<file path="config.mk">
export PLATFORM = sky130hd
export DESIGN_NAME = a_cap_fifo
export DESIGN_NICKNAME = d
export VERILOG_FILES = /design/src/rtl/a_cap_pkg.sv /design/src/rtl/a_cap_ram.sv /design/src/rtl/a_cap_fifo.sv
export SDC_FILE = /design/constraint.sdc
export NUM_CORES = 1
export LEC_CHECK = 0
export CAP_MARGIN = 20
export CELL_PAD_IN_SITES_DETAIL_PLACEMENT = 0
export CELL_PAD_IN_SITES_GLOBAL_PLACEMENT = 2
export CORE_ASPECT_RATIO = 0.5
export CORE_MARGIN = 10
export CORE_UTILIZATION = 37
export CTS_CLUSTER_SIZE = 20
export DETAILED_ROUTE_END_ITERATION = 10
export GPL_ROUTABILITY_DRIVEN = 1
export PLACE_DENSITY_LB_ADDON = 0.1
export SYNTH_ARGS = -nofsm -noshare
export SYNTH_HDL_FRONTEND = slang
export SYNTH_HIERARCHICAL = 1
export SYNTH_SLANG_ARGS = --single-unit
</file>
<file path="constraint.sdc">
create_clock -name clk -period 2.9 [get_ports clk]
set_input_delay 0.58 -clock clk [delete_from_list [all_inputs] [get_ports clk]]
set_output_delay 0.58 -clock clk [all_outputs]
set_load 0.02 [all_outputs]
</file>
<file path="src/rtl/a_cap_pkg.sv">
// Shared widths and the captured word layout for the a_cap capture FIFO.
package a_cap_pkg;

    localparam int D_W   = 3;
    localparam int E_W   = 2;
    localparam int F_W   = 2;
    localparam int CAP_W = 7;

    typedef struct packed {
        logic [D_W-1:0] d;
        logic [E_W-1:0] e;
        logic [F_W-1:0] f;
    } cap_word_t;

endpackage

</file>
<file path="src/rtl/a_cap_ram.sv">
// DEPTH x W storage: one synchronous write port and one asynchronous read port.
module a_cap_ram #(
    parameter int DEPTH = 4,
    parameter int W     = 7,
    localparam int AW   = $clog2(DEPTH)
) (
    input  logic          clk,
    input  logic          we,
    input  logic [AW-1:0] waddr,
    input  logic [W-1:0]  wdata,
    input  logic [AW-1:0] raddr,
    output logic [W-1:0]  rdata
);

    logic [W-1:0] mem [DEPTH];

    // NOTE: storage has no reset; empty/valid already mask stale contents, and a reset would block RAM inference.
    always_ff @(posedge clk) begin
        if (we) begin
            mem[waddr] <= wdata;
        end
    end

    assign rdata = mem[raddr];

endmodule

</file>
<file path="src/rtl/a_cap_fifo.sv">
// Capture FIFO for module a outputs: c strobes {d,e,f} into a show-ahead queue with sticky overflow.
// Optional macro A_CAP_FIFO_OVF_CNT_EN adds a saturating dropped-word counter ovf_cnt.
module a_cap_fifo
    import a_cap_pkg::*;
#(
    parameter int DEPTH = 4,
    localparam int AW   = $clog2(DEPTH)
) (
    input  logic             clk,
    input  logic             rst_n,
    input  logic             c,
    input  logic [D_W-1:0]   d,
    input  logic [E_W-1:0]   e,
    input  logic [F_W-1:0]   f,
    output logic             q_valid,
    input  logic             q_ready,
    output logic [CAP_W-1:0] q_data,
    output logic             empty,
    output logic             full,
    output logic [AW:0]      level,
    output logic             ovf,
    input  logic             ovf_clr
`ifdef A_CAP_FIFO_OVF_CNT_EN
    ,
    output logic [7:0]       ovf_cnt
`endif
);

    logic [AW-1:0] wr_ptr;
    logic [AW-1:0] rd_ptr;
    cap_word_t     wr_word;
    logic          push;
    logic          pop;
    logic          drop;

    assign wr_word = {d, e, f};

    assign empty   = (level == '0);
    assign full    = (level == (AW+1)'(DEPTH));
    assign q_valid = !empty;

    // A pop frees the slot the same edge, so a full FIFO still accepts a concurrent push.
    assign pop  = q_valid && q_ready;
    assign push = c && (!full || pop);
    assign drop = c && full && !pop;

    a_cap_ram #(
        .DEPTH (DEPTH),
        .W     (CAP_W)
    ) u_ram (
        .clk   (clk),
        .we    (push),
        .waddr (wr_ptr),
        .wdata (wr_word),
        .raddr (rd_ptr),
        .rdata (q_data)
    );

    // NOTE: sequential state uses non-blocking assignments so every register samples pre-edge values.
    always_ff @(posedge clk or negedge rst_n) begin
        if (!rst_n) begin
            wr_ptr <= '0;
            rd_ptr <= '0;
            level  <= '0;
        end else begin
            if (push) wr_ptr <= wr_ptr + AW'(1);
            if (pop)  rd_ptr <= rd_ptr + AW'(1);
            case ({push, pop})
                2'b10:   level <= level + (AW+1)'(1);
                2'b01:   level <= level - (AW+1)'(1);
                default: level <= level;
            endcase
        end
    end

    always_ff @(posedge clk or negedge rst_n) begin
        if (!rst_n) begin
            ovf <= 1'b0;
        end else if (drop) begin
            ovf <= 1'b1;
        end else if (ovf_clr) begin
            ovf <= 1'b0;
        end
    end

`ifdef A_CAP_FIFO_OVF_CNT_EN
    // A drop coinciding with a clear restarts the count at one rather than zero.
    always_ff @(posedge clk or negedge rst_n) begin
        if (!rst_n) begin
            ovf_cnt <= '0;
        end else if (drop) begin
            if (ovf_clr)               ovf_cnt <= 8'd1;
            else if (ovf_cnt != 8'hFF) ovf_cnt <= ovf_cnt + 8'd1;
        end else if (ovf_clr) begin
            ovf_cnt <= '0;
        end
    end
`endif

endmodule

</file>
---- Word-level counts from Yosys, hierarchy flattened ----
Memories as Yosys holds them, arrays and structs flattened.
Cells that the tools add are included.
cells by class
  $mul .................................... 0
  shift operators ......................... 0
  add/sub/neg operators ................... 4
  reductions and logical operators ........ 11
  div/mod/pow operators ................... 0
  equality and inequality tests ........... 3
  bitwise gates (word level) .............. 0
  multiplexer cells ....................... 5
  magnitude comparators ................... 0
operators by type and width
  kind                 number
  $pmux 3 s2           1
  $add 2x1->2 const B  2
  $logic_and 1x1->1    4
  $mux 1               4
  $reduce_bool 2->1    2
  $add 3x1->3 const B  1
  $eq 3x3->1 const B   1
  $logic_not 1->1      3
  $logic_not 3->1      1
  $sub 3x1->3 const B  1
  $eq 2x1->1 const B   1
  $eq 2x2->1 const B   1
  $logic_or 1x1->1     1
storage, ports and cells
  output and inout port bits .............. 14
  memories kept ........................... 1
  input port bits ......................... 12
  logic and storage cells ................. 28
  latch bits .............................. 0
  bits in writable memories ............... 28
  register bits ........................... 8
  bits in read-only memories .............. 0
memories
  memory     depth  bits a word  rd ports  clocked after Yosys merged registers in  write ports  line             source
  u_ram.mem  4      7            1         0                                        1            a_cap_ram.sv:15  logic [W-1:0] mem [DEPTH];

---- Longest topological paths before layout ----
Gate-level depths: netlist of run 1.
  word-level depth ........................ 7
  mapped depth ............................ 8
  depth with buffers taken out ............ 6

---- Modules after synthesis ----
Netlist of run 1, hierarchy kept.
by module, submodules not included
  module      cells each  area an instance (um2)  seq. area each (um2)  instances
  a_cap_ram   41          1,044.8                 840.8                 1
  a_cap_fifo  54          509.2                   200.2                 1

---- Worst setup path before layout of run 1 ----
Ideal clock, no wire load.
  path type ............................... register -> register
  start point ............................. reg level[1]
  end point ............................... reg level[1]
  path buffers ............................ 2
  library setup time ...................... 0.087 ns
  required time ........................... 2.813 ns
  path slack .............................. 0.697 ns
  data arrival time ....................... 2.117 ns
  clock period less this slack ............ 2.203 ns
  cell stages (with the launch flop) ...... 9
  path through ............................ dfrtp_1 -> buf_6 -> or3_2 -> buf_2 -> nand2_1 -> fa_1 -> nor4bb_1 -> a21oi_1 -> o211ai_1
between the ends
  cells in the longest elaborated chain, start to end .. 7
  elaborated cells between the ends (all ways) .. 13
  classes of those cells .................. add/sub (2); eq/ne (3); mux (1); reduce/logical (7)
RTL lines
  what                                             line              source
  from (decl)                                      a_cap_fifo.sv:20  output logic [AW:0] level,
  from (signal assigned)                           a_cap_fifo.sv:69  2'b10: level <= level + (AW+1)'(1);
  from (signal assigned)                           a_cap_fifo.sv:70  2'b01: level <= level - (AW+1)'(1);
  from (signal assigned)                           a_cap_fifo.sv:71  default: level <= level;
  $logic_not 3->1 *                                a_cap_fifo.sv:38  assign empty = (level == '0);
  $logic_not 1->1 *                                a_cap_fifo.sv:40  assign q_valid = !empty;
  named net q_valid                                a_cap_fifo.sv:15  output logic q_valid,
  $logic_and 1x1->1 *                              a_cap_fifo.sv:43  assign pop = q_valid && q_ready;
  $logic_or 1x1->1                                 a_cap_fifo.sv:44  assign push = c && (!full || pop);
  $logic_and 1x1->1                                a_cap_fifo.sv:44
  $eq 2x1->1 or $eq 2x2->1 (tied branches)         a_cap_fifo.sv:68  case ({push, pop})
  $pmux 3 s2 or $reduce_bool 2->1 (tied branches)  --
Mark *: on every way through the listed nets, which the timed path passes. The rest lies on a longest branch.
A chain may end at the register's enable or synchronous reset.

---- Worst setup path in the final report of run 1 ----
  start point ............................. reg rd_ptr[0]
  end point ............................... out q_data[2]
between the ends
  cells in the longest elaborated chain, start to end .. 1
RTL lines
  what                    line              source
  from (decl)             a_cap_fifo.sv:30  logic [AW-1:0] rd_ptr;
  from (signal assigned)  a_cap_fifo.sv:67  if (pop) rd_ptr <= rd_ptr + AW'(1);
  $mem_v2 4x7             --
  to (decl)               a_cap_fifo.sv:17  output logic [CAP_W-1:0] q_data,
Every way passes these cells.

==> results of run 1 <==
-- critical path, stage by stage (launching register included) --
cell	delay (ns)
dfrtp_1	0.67
mux4_2	0.58
clkdlybuf4s50_1	0.56
-- layout make-up --
type | count | share of cell area [%]
sequential | 36 | 53.0
tap | 54 | 3.44
clock inverter | 3 | 2.17
timing repair buffer | 28 | 13.8
inverter | 5 | 0.956
clock buffer | 5 | 3.51
multi-input combinational | 48 | 23.1
-- path summary, 6_finish.rpt --
kind | end | start | depth (start not counted) | slack [ns]
max | q_data[2] | rd_ptr[0]$_DFFE_PN0N_ | 2 | 0.23
min | wr_ptr[1]$_DFFE_PN0P_ | wr_ptr[1]$_DFFE_PN0P_ | 1 | 0.54
max reg2reg | level[1]$_DFFE_PN0P_ | level[2]$_DFFE_PN0P_ | 6 | 0.74
min reg2reg | wr_ptr[1]$_DFFE_PN0P_ | wr_ptr[1]$_DFFE_PN0P_ | 1 | 0.54
max in group asynchronous | rd_ptr[1]$_DFFE_PN0N_ | rst_n | 1 | 2.05
min in group asynchronous | level[2]$_DFFE_PN0P_ | rst_n | 1 | 0.57
-- registers in the layout, summed over array words and instances (netlist names) --
register	flops
u_ram/mem	28
level	3
rd_ptr	2
wr_ptr	2
ovf	1
-- per-stage QoR --
stage          total power [mW]  util (%)  cell area [um2]  instances
2_1_floorplan              1.30         -             1550         95
3_3_place_gp               1.55      46.6             1850        170
3_5_place_dp               1.58      46.6             1850        170
4_1_cts                    2.02      49.4             1960        178
5_1_grt                    2.12      49.5             1960        179
6_report                   2.00      49.5             1960        179
-- cell families after synthesis --
kind of cell / after synthesis / share of synthesized area [%]
flops: 36 / 67.0
fa+ha+maj: 1 / 1.29
compound gates: 11 / 4.99
xor+xnor: 4 / 2.25
buf+inv: 11 / 3.78
mux: 8 / 10.8
simple gates: 24 / 9.90
-- power breakdown --
group          total (mW)  internal (mW)  switching [mW]
logic               0.728          0.393           0.336
registers           0.833          0.692           0.142
clock network       0.434          0.254           0.180
-- metal layers --
layer | routed length (um) | vias up | GRT usage [%]
li1 | - | 415 | -
met1 | 1400 | 450 | 9.45
met2 | 1450 | 25 | 14.7
met3 | 149 | 5 | 3.80
met4 | 44 | 0 | 2.87
met5 | 0 | - | 0
-- cells in the mapped netlist (all sizes together), types with 2 or more instances --
cell type / count / share of area [%]
a21oi: 3 / 0.97
and2: 2 / 0.97
and3b: 2 / 1.1
buf: 4 / 2.1
clkbuf: 2 / 0.48
dfrtp: 8 / 13
edfxtp: 28 / 54
inv: 5 / 1.2
mux4: 7 / 10
nand2: 3 / 0.72
nand3: 3 / 0.97
nor2: 4 / 0.97
o211ai: 2 / 0.97
o21bai: 2 / 0.97
xnor2: 3 / 1.7
==> results.json, run 1 <==
{
  "status": "finished clean",
  "syn_to_final_growth_pct": 26.3,
  "start_kind": "flip-flop",
  "rsz0062_at_grt": "false",
  "worstPathMaxFanout": 9,
  "cts_sinks": 36,
  "layout.nets": 137,
  "grt_util_all_layers_pct": 8.56,
  "cts-htree-levels": 2,
  "syn_area_per_cell_um2": 16.4,
  "async_flop_share_pct": 22.2,
  "antenna_found_initial": 0,
  "gp_congestion": 0.729,
  "worstSetupEndpointType": "output pin",
  "synth_edf_count": 28,
  "diodes": 0,
  "wl_per_cell_um": 17.0,
  "cts_made_buffers": 5,
  "antenna_left": 0,
  "synthesis.nets": 108,
  "setup_tns_ns": 0,
  "ys_warn_count": 6,
  "root_buffer": "clkbuf_8",
  "drc": 0,
  "drive_gt1_share_pct": 18.4,
  "cts_tree": "done",
  "core-area_mm2": 0.00396,
  "grt_pass1_wl_um": 4970,
  "ctsResizeCount": 0,
  "initial_core_util_pct": 39.2,
  "grt_max_degree": 13,
  "slew_headroom_pct": 65.1,
  "drtIter0Drc": 56,
  "ys.flop_type": "edfxtp_1",
  "skew_ns": 0.00754,
  "drt-total-wl_um": 3050,
  "die_x_um": 112,
  "ys_ff_latch": 36,
  "cp.arrival_ns": 2.09,
  "viasPerCell": 5.00,
  "synth_cell_type_count": 34,
  "fmax_mhz": 374,
  "cts_setup_buffers": 0,
  "crit_type": "flip-flop to output pin",
  "die_area_mm2": 0.00735,
  "regArea_mm2": 0.00104,
  "drv_cap": 0,
  "place_ws_ns": 0.241,
  "die_h_um": 65.8,
  "layout_common_cells": "edfxtp_1 (28), clkdlybuf4s50_1 (25), dfrtp_1 (8)",
  "grt_pass1_vias": 960,
  "clkLatencyLatePin_ns": 0.29,
  "io_buffers": 25,
  "finalWorstSetupSlack_ns": 0.228,
  "drt-pass1-iter-count": 4,
  "place_hpwl_um": 2170,
  "crit_required_ns": 2.32,
  "seq_area_frac_synth_pct": 67.0,
  "cts_hold_buf": 0,
  "overflow": 0,
  "setup_viol": 0,
  "worst_hold_slack_ns": 0.535,
  "syn-cell-area_mm2": 0.00155,
  "hold_viol_final": 0,
  "hp-class": "flip-flop to flip-flop",
  "period_minus_slack_ns": 2.67,
  "final_common_cell": "edfxtp_1",
  "clockBufferDepth": 2,
  "multi_input_area_um2": 454,
  "path_clk_slew_ns": 0.07,
  "ir_worst_vdd_mv": 0.428,
  "vias": 895,
  "io_pins": 26,
  "p_leak_nw": 0.706,
  "num_rows": 16,
  "synthCells": 95,
  "nFillCells": 361,
  "slew_violations": 0,
  "power.density_mw_per_mm2": 1020,
  "finalCritPeriodShare_pct": 92.1,
  "tightest_slew_ns": 0.524
}
No activity file was read; power rests on OpenSTA's default activity.
==> run 2: changes to the inputs <==
--- a/config.mk
+++ b/config.mk
@@ -9,7 +9,7 @@
 export CELL_PAD_IN_SITES_DETAIL_PLACEMENT = 0
 export CELL_PAD_IN_SITES_GLOBAL_PLACEMENT = 2
 export CORE_ASPECT_RATIO = 0.5
-export CORE_MARGIN = 10
+export CORE_MARGIN = 2
 export CORE_UTILIZATION = 37
 export CTS_CLUSTER_SIZE = 20
 export DETAILED_ROUTE_END_ITERATION = 10
==> results.json, run 2 (same netlist as run 1, synthesis figures left out) <==
{
  "cts_hold_buf": 0,
  "power_mw": 1.98,
  "ctsResizeCount": 0,
  "p_clk_share_pct": 21.4,
  "cts-htree-levels": 2,
  "critPathSlowestCell": "dfrtp_1",
  "die_x_um": 95.7,
  "drc": 0,
  "internal_power_mw": 1.34,
  "crit_path_cell_trace": "mux4_2 -> clkdlybuf4s50_1",
  "grt_pass1_wl_um": 4600,
  "p_sw_mw": 0.635,
  "comb_power_share_pct": 36.3,
  "ir_worst_vdd_mv": 0.451,
  "tightest_slew_ns": 0.717,
  "grt_pass1_vias": 905,
  "setup_tns_ns": 0,
  "cts_tree": "done",
  "drtIter0Drc": 37,
  "skew_ns": 0.00269,
  "die_area_mm2": 0.00477,
  "initial_core_util_pct": 39.2,
  "swShare_pct": 32.2,
  "power.density_mw_per_mm2": 1010,
  "top_register": "u_ram/mem",
  "rrSetupSlack_ns": 0.74,
  "cts_made_buffers": 5,
  "grt_max_degree": 13,
  "worstPathMaxFanout": 9,
  "clockBufferDepth": 2,
  "timing.rr.start": "level[2]$_DFFE_PN0P_",
  "vias": 887,
  "finalCritPeriodShare_pct": 92.2,
  "reg_top3": "u_ram/mem (28), level (3)",
  "drv_cap": 0,
  "io_buffers": 25,
  "largest_reg_flops": 28,
  "overflow": 0,
  "io_pins": 26,
  "antenna_left": 0,
  "syn_to_final_growth_pct": 26.1,
  "drive_gt1_share_pct": 17.6,
  "clkLatencyLatePin_ns": 0.28,
  "worstSetupEndpointType": "output pin",
  "wl_per_cell_um": 15.5,
  "setup.worst_path.start": "rd_ptr[0]$_DFFE_PN0N_",
  "sequentialPowerShare_pct": 42.3,
  "crit_type": "flip-flop to output pin",
  "slew_headroom_pct": 52.1,
  "drt-pass1-iter-count": 4,
  "die_h_um": 49.8,
  "num_rows": 16,
  "layout.nets": 137,
  "place_ws_ns": 0.110,
  "status": "finished clean",
  "cts_sinks": 36,
  "final_common_cell": "edfxtp_1",
  "setup_viol": 0,
  "layout_common_cells": "edfxtp_1 (28), clkdlybuf4s50_1 (25), dfrtp_1 (8)",
  "slew_violations": 0,
  "rsz0062_at_grt": "false",
  "final_area_mm2": 0.00196,
  "holdCritStartpoint": "wr_ptr[1]$_DFFE_PN0P_",
  "fmax_mhz": 374,
  "p_leak_nw": 0.706,
  "start_kind": "flip-flop",
  "grt_util_all_layers_pct": 13.5,
  "place_hpwl_um": 1950,
  "viasPerCell": 4.96,
  "gp_congestion": 0.724,
  "worst_hold_slack_ns": 0.532,
  "hold_viol_final": 0,
  "cp.arrival_ns": 2.09,
  "antenna_found_initial": 0,
  "diodes": 0,
  "root_buffer": "clkbuf_8",
  "crit_required_ns": 2.32,
  "drt-total-wl_um": 2780,
  "period_minus_slack_ns": 2.67,
  "finalWorstSetupSlack_ns": 0.225,
  "post-route-util_pct": 49.4,
  "path_clk_slew_ns": 0.07,
  "core-area_mm2": 0.00396,
  "stdcell_count": 179,
  "nFillCells": 349,
  "hp-class": "flip-flop to flip-flop",
  "max_stage_delay_ns": 0.68,
  "post_dp_cell_area_mm2": 0.00185,
  "cts_setup_buffers": 0,
  "dp_cells": 170
}
## run 2: cell types whose count changed in the layout (fill, tap and decap cells not counted), sizes merged
cell / change
clkbuf: +2
buf: -1
clkinvlp: -1
## run 2: per-layer routing
layer	wire (um)	part of all wire (%)	GRT usage (%)
met5	0	0	0
met4	29	1.0	5.00
met3	150	5.4	5.05
met2	1390	50	21.6
met1	1210	44	16.9
## run 2: final timing paths
| path | end | cells past startpoint |
|---|---|---|
| worst min register to register | wr_ptr[1]$_DFFE_PN0P_ | 1 |
| worst max-delay path | q_data[3] | 2 |
| worst min-delay path | wr_ptr[1]$_DFFE_PN0P_ | 1 |
| max in group asynchronous | rd_ptr[0]$_DFFE_PN0N_ | 1 |
| worst max register to register | level[1]$_DFFE_PN0P_ | 6 |
| min in group asynchronous | level[2]$_DFFE_PN0P_ | 1 |
## run 2: area by class of cell
cell class / count / area, um2 / area share [%]
inverter: 5 / 18.8 / 0.958
multi-input combinational: 48 / 454 / 23.2
clock inverter: 2 / 35.0 / 1.79
sequential: 36 / 1040 / 53.1
tap: 54 / 67.6 / 3.45
clock buffer: 6 / 72.6 / 3.70
timing repair buffer: 28 / 270 / 13.8
## run 2: worst max-delay path: cells and delay by family (launching register included)
family                 cells  cell delay, ns
buffers and inverters      1            0.55
DFF                        1            0.68
muxes                      1            0.58
## run 2: power groups by stage
stage / registers (mW) / clock network (mW) / logic [mW]
after global placement: 0.835 / 0 / 0.701
final: 0.835 / 0.423 / 0.717
after floorplan: 0.788 / 0 / 0.511
after CTS: 0.839 / 0.431 / 0.724
after detailed placement: 0.848 / 0 / 0.721
after global routing: 0.861 / 0.463 / 0.776
